===== config.mk =====
export PLATFORM = sky130hd
export DESIGN_NAME = imem_server_flat
export DESIGN_NICKNAME = d
export VERILOG_FILES = /design/src/rtl/imem_server_pkg.sv /design/src/rtl/imem_server_if.sv /design/src/rtl/imem_server_byte_packer.sv /design/src/rtl/imem_server.sv /design/src/flat_wrapper.sv
export SDC_FILE = /design/constraint.sdc
export NUM_CORES = 2
export LEC_CHECK = 0
export ABC_AREA = 1
export CAP_MARGIN = 20
export CORE_ASPECT_RATIO = 0.5
export CORE_MARGIN = 4
export CORE_UTILIZATION = 40
export CTS_CLUSTER_DIAMETER = 60
export DETAILED_ROUTE_END_ITERATION = 12
export PLACE_DENSITY_LB_ADDON = 0.12
export REMOVE_ABC_BUFFERS = 1
export SETUP_SLACK_MARGIN = 0.02
export SYNTH_ARGS = -nofsm -noshare
export SYNTH_HDL_FRONTEND = slang
export SYNTH_SLANG_ARGS = --single-unit

===== constraint.sdc =====
create_clock -name clk -period 5.97 [get_ports clk]
set_input_delay 1.194 -clock clk [delete_from_list [all_inputs] [get_ports clk]]
set_output_delay 1.194 -clock clk [all_outputs]
set_load 0.01 [all_outputs]

===== src/rtl/imem_server_pkg.sv =====
// Shared types and constants for the instruction-memory server.
package imem_pkg;

    typedef enum logic [1:0] {
        LOAD = 2'd0,
        RUN  = 2'd1,
        HALT = 2'd2
    } imem_state_t;

    localparam logic [31:0] NOP_INSTR      = 32'hD503201F;
    localparam int          BYTES_PER_WORD = 4;

endpackage


===== src/rtl/imem_server_if.sv =====
// Fetch and program-load signals of imem_server. The optional checksum signal
// exists only when IMEM_CHECKSUM_EN is defined.
interface imem_server_if #(
    parameter int N_WORDS = 64,
    parameter int ADDR_W  = 64,
    parameter int INSTR_W = 32
);
    localparam int WC_W = $clog2(N_WORDS) + 1;

    // Load handshake: a byte transfers on a rising clk edge where ld_valid && ld_ready.
    // ld_valid may be raised without waiting for ld_ready; ld_done is a one-cycle pulse.
    logic [ADDR_W-1:0]  imem_addr_F;
    logic [INSTR_W-1:0] instr_F;
    logic               instr_valid_F;
    logic               fault_F;
    logic               run;
    logic               ld_valid;
    logic [7:0]         ld_byte;
    logic               ld_ready;
    logic               ld_done;
    logic [WC_W-1:0]    wcount;
`ifdef IMEM_CHECKSUM_EN
    logic [INSTR_W-1:0] checksum;

    modport master (output imem_addr_F, ld_valid, ld_byte, ld_done,
                    input  instr_F, instr_valid_F, fault_F, run, ld_ready, wcount, checksum);
    modport slave  (input  imem_addr_F, ld_valid, ld_byte, ld_done,
                    output instr_F, instr_valid_F, fault_F, run, ld_ready, wcount, checksum);
`else
    modport master (output imem_addr_F, ld_valid, ld_byte, ld_done,
                    input  instr_F, instr_valid_F, fault_F, run, ld_ready, wcount);
    modport slave  (input  imem_addr_F, ld_valid, ld_byte, ld_done,
                    output instr_F, instr_valid_F, fault_F, run, ld_ready, wcount);
`endif
endinterface


===== src/rtl/imem_server_byte_packer.sv =====
// Assembles little-endian bytes into words; flush emits a zero-padded partial word.
module byte_packer
    import imem_pkg::*;
(
    input  logic        clk,
    input  logic        reset,
    input  logic        i_byte_valid,
    input  logic [7:0]  i_byte,
    input  logic        i_flush,
    output logic        o_word_valid,
    output logic [31:0] o_word
);
    logic [1:0]  r_bcnt;
    logic [31:0] r_word;
    logic [31:0] w_word;
    logic        w_last;

    // The byte arriving this cycle is merged before any flush, so it is never lost.
    always_comb begin
        w_word = r_word;
        if (i_byte_valid) w_word[{r_bcnt, 3'b000} +: 8] = i_byte;
    end

    assign w_last       = i_byte_valid && (r_bcnt == 2'(BYTES_PER_WORD - 1));
    assign o_word_valid = w_last || (i_flush && (i_byte_valid || (r_bcnt != 2'd0)));
    assign o_word       = w_word;

    always_ff @(posedge clk) begin
        if (!reset) begin
            r_bcnt <= 2'd0;
            r_word <= '0;
        end else if (o_word_valid || i_flush) begin
            r_bcnt <= 2'd0;
            r_word <= '0;
        end else if (i_byte_valid) begin
            r_bcnt <= r_bcnt + 2'd1;
            r_word <= w_word;
        end
    end
endmodule


===== src/rtl/imem_server.sv =====
// Instruction memory: byte-serial program load, then 1-cycle registered fetch with a
// sticky fault. Defining IMEM_CHECKSUM_EN adds an XOR checksum of loaded words.
module imem_server
    import imem_pkg::*;
#(
    parameter int N_WORDS = 64,
    parameter int ADDR_W  = 64,
    parameter int INSTR_W = 32
) (
    input  logic          clk,
    input  logic          reset,
    imem_server_if.slave  bus,
    output imem_state_t   o_dbg_state
);
    localparam int IDX_W = $clog2(N_WORDS);
    localparam int WC_W  = IDX_W + 1;

    logic [INSTR_W-1:0] r_mem [N_WORDS];
    imem_state_t        r_state;
    logic [INSTR_W-1:0] r_instr;
    logic               r_valid;
    logic               r_fault;
    logic               r_run;
    logic               r_ld_ready;
    logic [WC_W-1:0]    r_wcount;

    logic               w_byte_valid;
    logic               w_flush;
    logic               w_wr;
    logic [31:0]        w_word;
    logic [IDX_W-1:0]   w_idx;
    logic               w_fault;

    // r_ld_ready is only high in LOAD while memory still has room.
    assign w_byte_valid = bus.ld_valid && r_ld_ready;
    assign w_flush      = bus.ld_done && r_ld_ready;

    byte_packer u_packer (
        .clk          (clk),
        .reset        (reset),
        .i_byte_valid (w_byte_valid),
        .i_byte       (bus.ld_byte),
        .i_flush      (w_flush),
        .o_word_valid (w_wr),
        .o_word       (w_word)
    );

    assign w_idx   = bus.imem_addr_F[IDX_W+1:2];
    assign w_fault = (bus.imem_addr_F[1:0] != 2'b00)
                  || (|bus.imem_addr_F[ADDR_W-1:IDX_W+2])
                  || ({1'b0, w_idx} >= r_wcount);

    // Array is deliberately not reset; a write is suppressed in the reset cycle.
    always_ff @(posedge clk) begin
        if (reset && w_wr) r_mem[r_wcount[IDX_W-1:0]] <= w_word;
    end

    always_ff @(posedge clk) begin
        if (!reset) begin
            r_state    <= LOAD;
            r_instr    <= '0;
            r_valid    <= 1'b0;
            r_fault    <= 1'b0;
            r_run      <= 1'b0;
            r_wcount   <= '0;
            r_ld_ready <= 1'b1;
        end else begin
            case (r_state)
                LOAD: begin
                    if (w_wr) begin
                        r_wcount <= r_wcount + 1'b1;
                        if (r_wcount == WC_W'(N_WORDS - 1)) r_ld_ready <= 1'b0;
                    end
                    if (r_wcount == WC_W'(N_WORDS) || w_flush) begin
                        r_state    <= RUN;
                        r_run      <= 1'b1;
                        r_ld_ready <= 1'b0;
                    end
                end
                RUN: begin
                    if (w_fault) begin
                        r_state <= HALT;
                        r_instr <= NOP_INSTR;
                        r_valid <= 1'b0;
                        r_fault <= 1'b1;
                        r_run   <= 1'b0;
                    end else begin
                        r_instr <= r_mem[w_idx];
                        r_valid <= 1'b1;
                    end
                end
                HALT: begin
                    r_state <= HALT;
                end
                default: r_state <= HALT;
            endcase
        end
    end

`ifdef IMEM_CHECKSUM_EN
    logic [INSTR_W-1:0] r_checksum;

    always_ff @(posedge clk) begin
        if (!reset)    r_checksum <= '0;
        else if (w_wr) r_checksum <= r_checksum ^ w_word;
    end

    assign bus.checksum = r_checksum;
`endif

    assign bus.instr_F       = r_instr;
    assign bus.instr_valid_F = r_valid;
    assign bus.fault_F       = r_fault;
    assign bus.run           = r_run;
    assign bus.ld_ready      = r_ld_ready;
    assign bus.wcount        = r_wcount;
    assign o_dbg_state       = r_state;
endmodule


===== src/flat_wrapper.sv =====
// flat-port wrapper written by rule: the top's interface ports become plain ports
module imem_server_flat import imem_pkg::*;
#(
    parameter int N_WORDS = 64,
    parameter int ADDR_W  = 64,
    parameter int INSTR_W = 32
)
  (clk, reset, o_dbg_state, bus_imem_addr_F, bus_ld_valid, bus_ld_byte, bus_ld_done, bus_instr_F, bus_instr_valid_F, bus_fault_F, bus_run, bus_ld_ready, bus_wcount);
  imem_server_if #(.N_WORDS(N_WORDS), .ADDR_W(ADDR_W), .INSTR_W(INSTR_W)) bus_i ();
  input  logic clk;
  input  logic reset;
  output imem_state_t o_dbg_state;
  input wire logic [$bits(bus_i.imem_addr_F)-1:0] bus_imem_addr_F;
  input wire logic [$bits(bus_i.ld_valid)-1:0] bus_ld_valid;
  input wire logic [$bits(bus_i.ld_byte)-1:0] bus_ld_byte;
  input wire logic [$bits(bus_i.ld_done)-1:0] bus_ld_done;
  output wire logic [$bits(bus_i.instr_F)-1:0] bus_instr_F;
  output wire logic [$bits(bus_i.instr_valid_F)-1:0] bus_instr_valid_F;
  output wire logic [$bits(bus_i.fault_F)-1:0] bus_fault_F;
  output wire logic [$bits(bus_i.run)-1:0] bus_run;
  output wire logic [$bits(bus_i.ld_ready)-1:0] bus_ld_ready;
  output wire logic [$bits(bus_i.wcount)-1:0] bus_wcount;
  assign bus_i.imem_addr_F = bus_imem_addr_F;
  assign bus_i.ld_valid = bus_ld_valid;
  assign bus_i.ld_byte = bus_ld_byte;
  assign bus_i.ld_done = bus_ld_done;
  assign bus_instr_F = bus_i.instr_F;
  assign bus_instr_valid_F = bus_i.instr_valid_F;
  assign bus_fault_F = bus_i.fault_F;
  assign bus_run = bus_i.run;
  assign bus_ld_ready = bus_i.ld_ready;
  assign bus_wcount = bus_i.wcount;
  imem_server #(.N_WORDS(N_WORDS), .ADDR_W(ADDR_W), .INSTR_W(INSTR_W)) u_core (.clk(clk), .reset(reset), .bus(bus_i), .o_dbg_state(o_dbg_state));
endmodule

==> impl_metrics.json <==
{
  "post-route-drc-count": 0,
  "start_util_pct": 40.3,
  "timing.final.ws_setup_ns": 1.77,
  "drv_cap": 0,
  "track_usage_pct": 24.1,
  "required_ns": 6.49,
  "postSynthCellCount": 7439,
  "ant_nets": 0,
  "slowest_delay_ns": 0.90,
  "worst_r2r_path_depth": 7,
  "outcome": "complete, no violations",
  "dpl_cell_area_sq_mm": 0.0920,
  "avgRoutedWirePerCell_microns": 26.1,
  "grt_pass1_vias": 53305,
  "cts_resized": 0,
  "grt_pass1_wl_mm": 392,
  "htreeDepth": 4,
  "end_kind": "flop",
  "critical-path-slowest-cell": "nor2_4",
  "finalSetupViolCount": 0,
  "post_cts_buffers": 0,
  "clkPwrFrac_pct": 40.5,
  "sw_frac_of_total_pct": 23.1,
  "p_comb_share_pct": 6.7,
  "final_area_sq_mm": 0.0982,
  "fp.dieArea_sq_mm": 0.224,
  "synth.avg_cell_area_sq_um": 11.6,
  "pin_count": 121,
  "post-route-min-period_ns": 4.20,
  "pre_cts_ws_ns": 0.947,
  "rsz0062_at_grt": "false",
  "ys_ff_latch": 2127,
  "cts-root-buf": "clkbuf_16",
  "drt_iter0_markers": 6878,
  "leakage_nw": 35.6,
  "cts_buffer_depth": 4,
  "vias": 57548,
  "io_buffers": 120,
  "ys.flop_type": "edfxtp_1",
  "die_h_microns": 337,
  "fin_nets": 7621,
  "cts_hold_buf": 0,
  "hpwl_mm": 159,
  "cp-start-kind": "input pin",
  "p_int_mw": 23.8,
  "layout_common_cells": "nand2_1 (2348), edfxtp_1 (2048), nand3_1 (1912)",
  "rrSetupSlack_ns": 1.92,
  "final_common_cell": "nand2_1",
  "cts_tree": "done",
  "synth.cell_area_sq_mm": 0.0863,
  "power.switching_mw": 7.17,
  "async_reset_ff_share_pct": 0,
  "drive_gt1_share_pct": 8.41,
  "timing.fmax_ghz": 0.238,
  "crit-reg2reg-capture": "u_core.r_mem[37][6]",
  "grt_max_degree": 135,
  "worst_slew_pin_slew_ns": 1.16,
  "min_to": "u_core.bus.fault_F",
  "vias_per_cell": 5.46,
  "seq_area_frac_synth_pct": 73.1,
  "period_share_pct": 70.3,
  "whs_ns": 0.462,
  "core_sq_mm": 0.214,
  "min_path_type": "reg2reg",
  "synth_edf_count": 2048,
  "yosys_warnings": 0,
  "holdCritStartpoint": "u_core.bus.fault_F",
  "slew_headroom_pct": 22.7,
  "cp_cell_sequence": "clkdlybuf4s50_1 > nand2_1 > inv_2 > nand2_1 > nand2_1 > inv_1 > a211oi_4 > nand2_1 > nor2_4 > buf_4",
  "antenna_found_initial": 26,
  "path_max_fanout": 24,
  "hold_viol": 0,
  "worstSkewPairLatency_ns": 0.85,
  "crit_type": "in2reg",
  "cts.clk_slew.worst_paths_ns": 0.07,
  "dieWidth_microns": 665,
  "cts_buffers": 201,
  "synth.distinct_cells": 26,
  "worst-endpoint-arrival_ns": 4.72,
  "routed_wl_mm": 275,
  "total_power_mw": 31.0,
  "irDropWorstVdd_mv": 0.219,
  "final-max-slew-violation-count": 0,
  "worstHoldPathCells": 2,
  "p_per_area_mw_per_mm2": 315,
  "drt_pass1_iterations": 6,
  "r2r_start": "u_core.u_packer.r_bcnt[0]",
  "syn2layout_area_growth_pct": 13.7,
  "core.rowCount": 120,
  "gp_congestion": 0.870,
  "fin_skew_ns": 0.0562,
  "cp_common_cell": "nand2_1",
  "power_frac_seq_pct": 52.8,
  "fin_util_pct": 45.8,
  "grt_overflow": 0,
  "numClockSinks": 2127
}
==> worst max path at each step <==
stage	startpoint	endpoint	slack [ns]	cells after the start
2_1_floorplan	bus_imem_addr_F[2]	u_core.bus.instr_F[13]	-6.39	12
3_3_place_gp	bus_ld_valid	u_core.r_mem[7][10]	0.98	10
3_5_place_dp	bus_ld_valid	u_core.r_mem[7][30]	0.95	10
4_1_cts	bus_ld_valid	u_core.r_mem[7][30]	1.81	10
5_1_grt	bus_ld_valid	u_core.r_mem[7][30]	1.57	10
6_report	bus_ld_valid	u_core.r_mem[7][30]	1.77	10
==> power groups by stage <==
stage          Sequential (mW)  Combinational (mW)  Clock [mW]
2_1_floorplan             16.7                1.04           0
6_report                  16.3                2.09        12.6
5_1_grt                   16.3                2.24        13.4
3_3_place_gp              16.7                2.06           0
3_5_place_dp              16.7                2.07           0
4_1_cts                   16.3                2.07        12.8
==> worst max-delay path, delay by kind of cell <==
family | cells | cell delay [ns]
simple gates | 5 | 2.12
compound gates | 1 | 0.34
buf+inv | 4 | 1.03
==> cell type report <==
type | count | area (sq um)
sequential | 2127 | 63100
clock buffer | 262 | 5500
antenna | 7 | 17.5
fill | 19576 | 116000
multi-input combinational | 4596 | 20700
tap | 2867 | 3590
clock inverter | 83 | 697
inverter | 253 | 987
timing repair buffer | 353 | 3620
==> cells by family after synthesis <==
group	count (synthesis)	share of synthesized area, %
flops	2127	73.1
fa+ha+maj	13	0.188
simple gates	4484	22.4
buf+inv	716	3.71
compound gates	99	0.622
==> synthesized netlist by cell type, types with 11 or more instances <==
cell type  number  area [sq um]
or2_2          26           163
buf_2         218          1090
buf_1          53           199
nand3_1      1912          9570
buf_4          42           315
ha_1           13           163
o21ai_0        11          55.1
edfxtp_1     2048         61500
nand4_1        24           150
inv_1         243           912
nor2_1        145           544
dfxtp_1        79          1580
clkbuf_1      139           522
buf_6          11           124
a21oi_1        69           345
nand2_1      2371          8900
==> state kept, by name (all words and copies together), names as in the netlist <==
register and cells:
u_core.r_mem 2048, u_core.bus.instr_F 32, u_core.u_packer.r_word 32, u_core.bus.wcount 7, u_core.o_dbg_state 2, u_core.u_packer.r_bcnt 2
u_core.bus.fault_F 1, u_core.bus.instr_valid_F 1, u_core.bus.ld_ready 1, u_core.bus.run 1
==> metrics by stage <==
step	setup TNS, ns	std cells
after floorplan	-233.15	6976
after global placement	0	10195
after detailed placement	0	10196
after CTS	0	10541
after global routing	0	10541
final	0	10548
==> routing by layer <==
layer | track usage [%] | part of all wire (%) | up-vias
li1 | - | - | 26235
met1 | 36.8 | 46 | 28845
met2 | 35.2 | 43 | 2152
met3 | 5.43 | 9.4 | 314
met4 | 4.87 | 2.0 | 2
met5 | 0 | 0.0047 | -
Power figures use the tool's default switching activity.
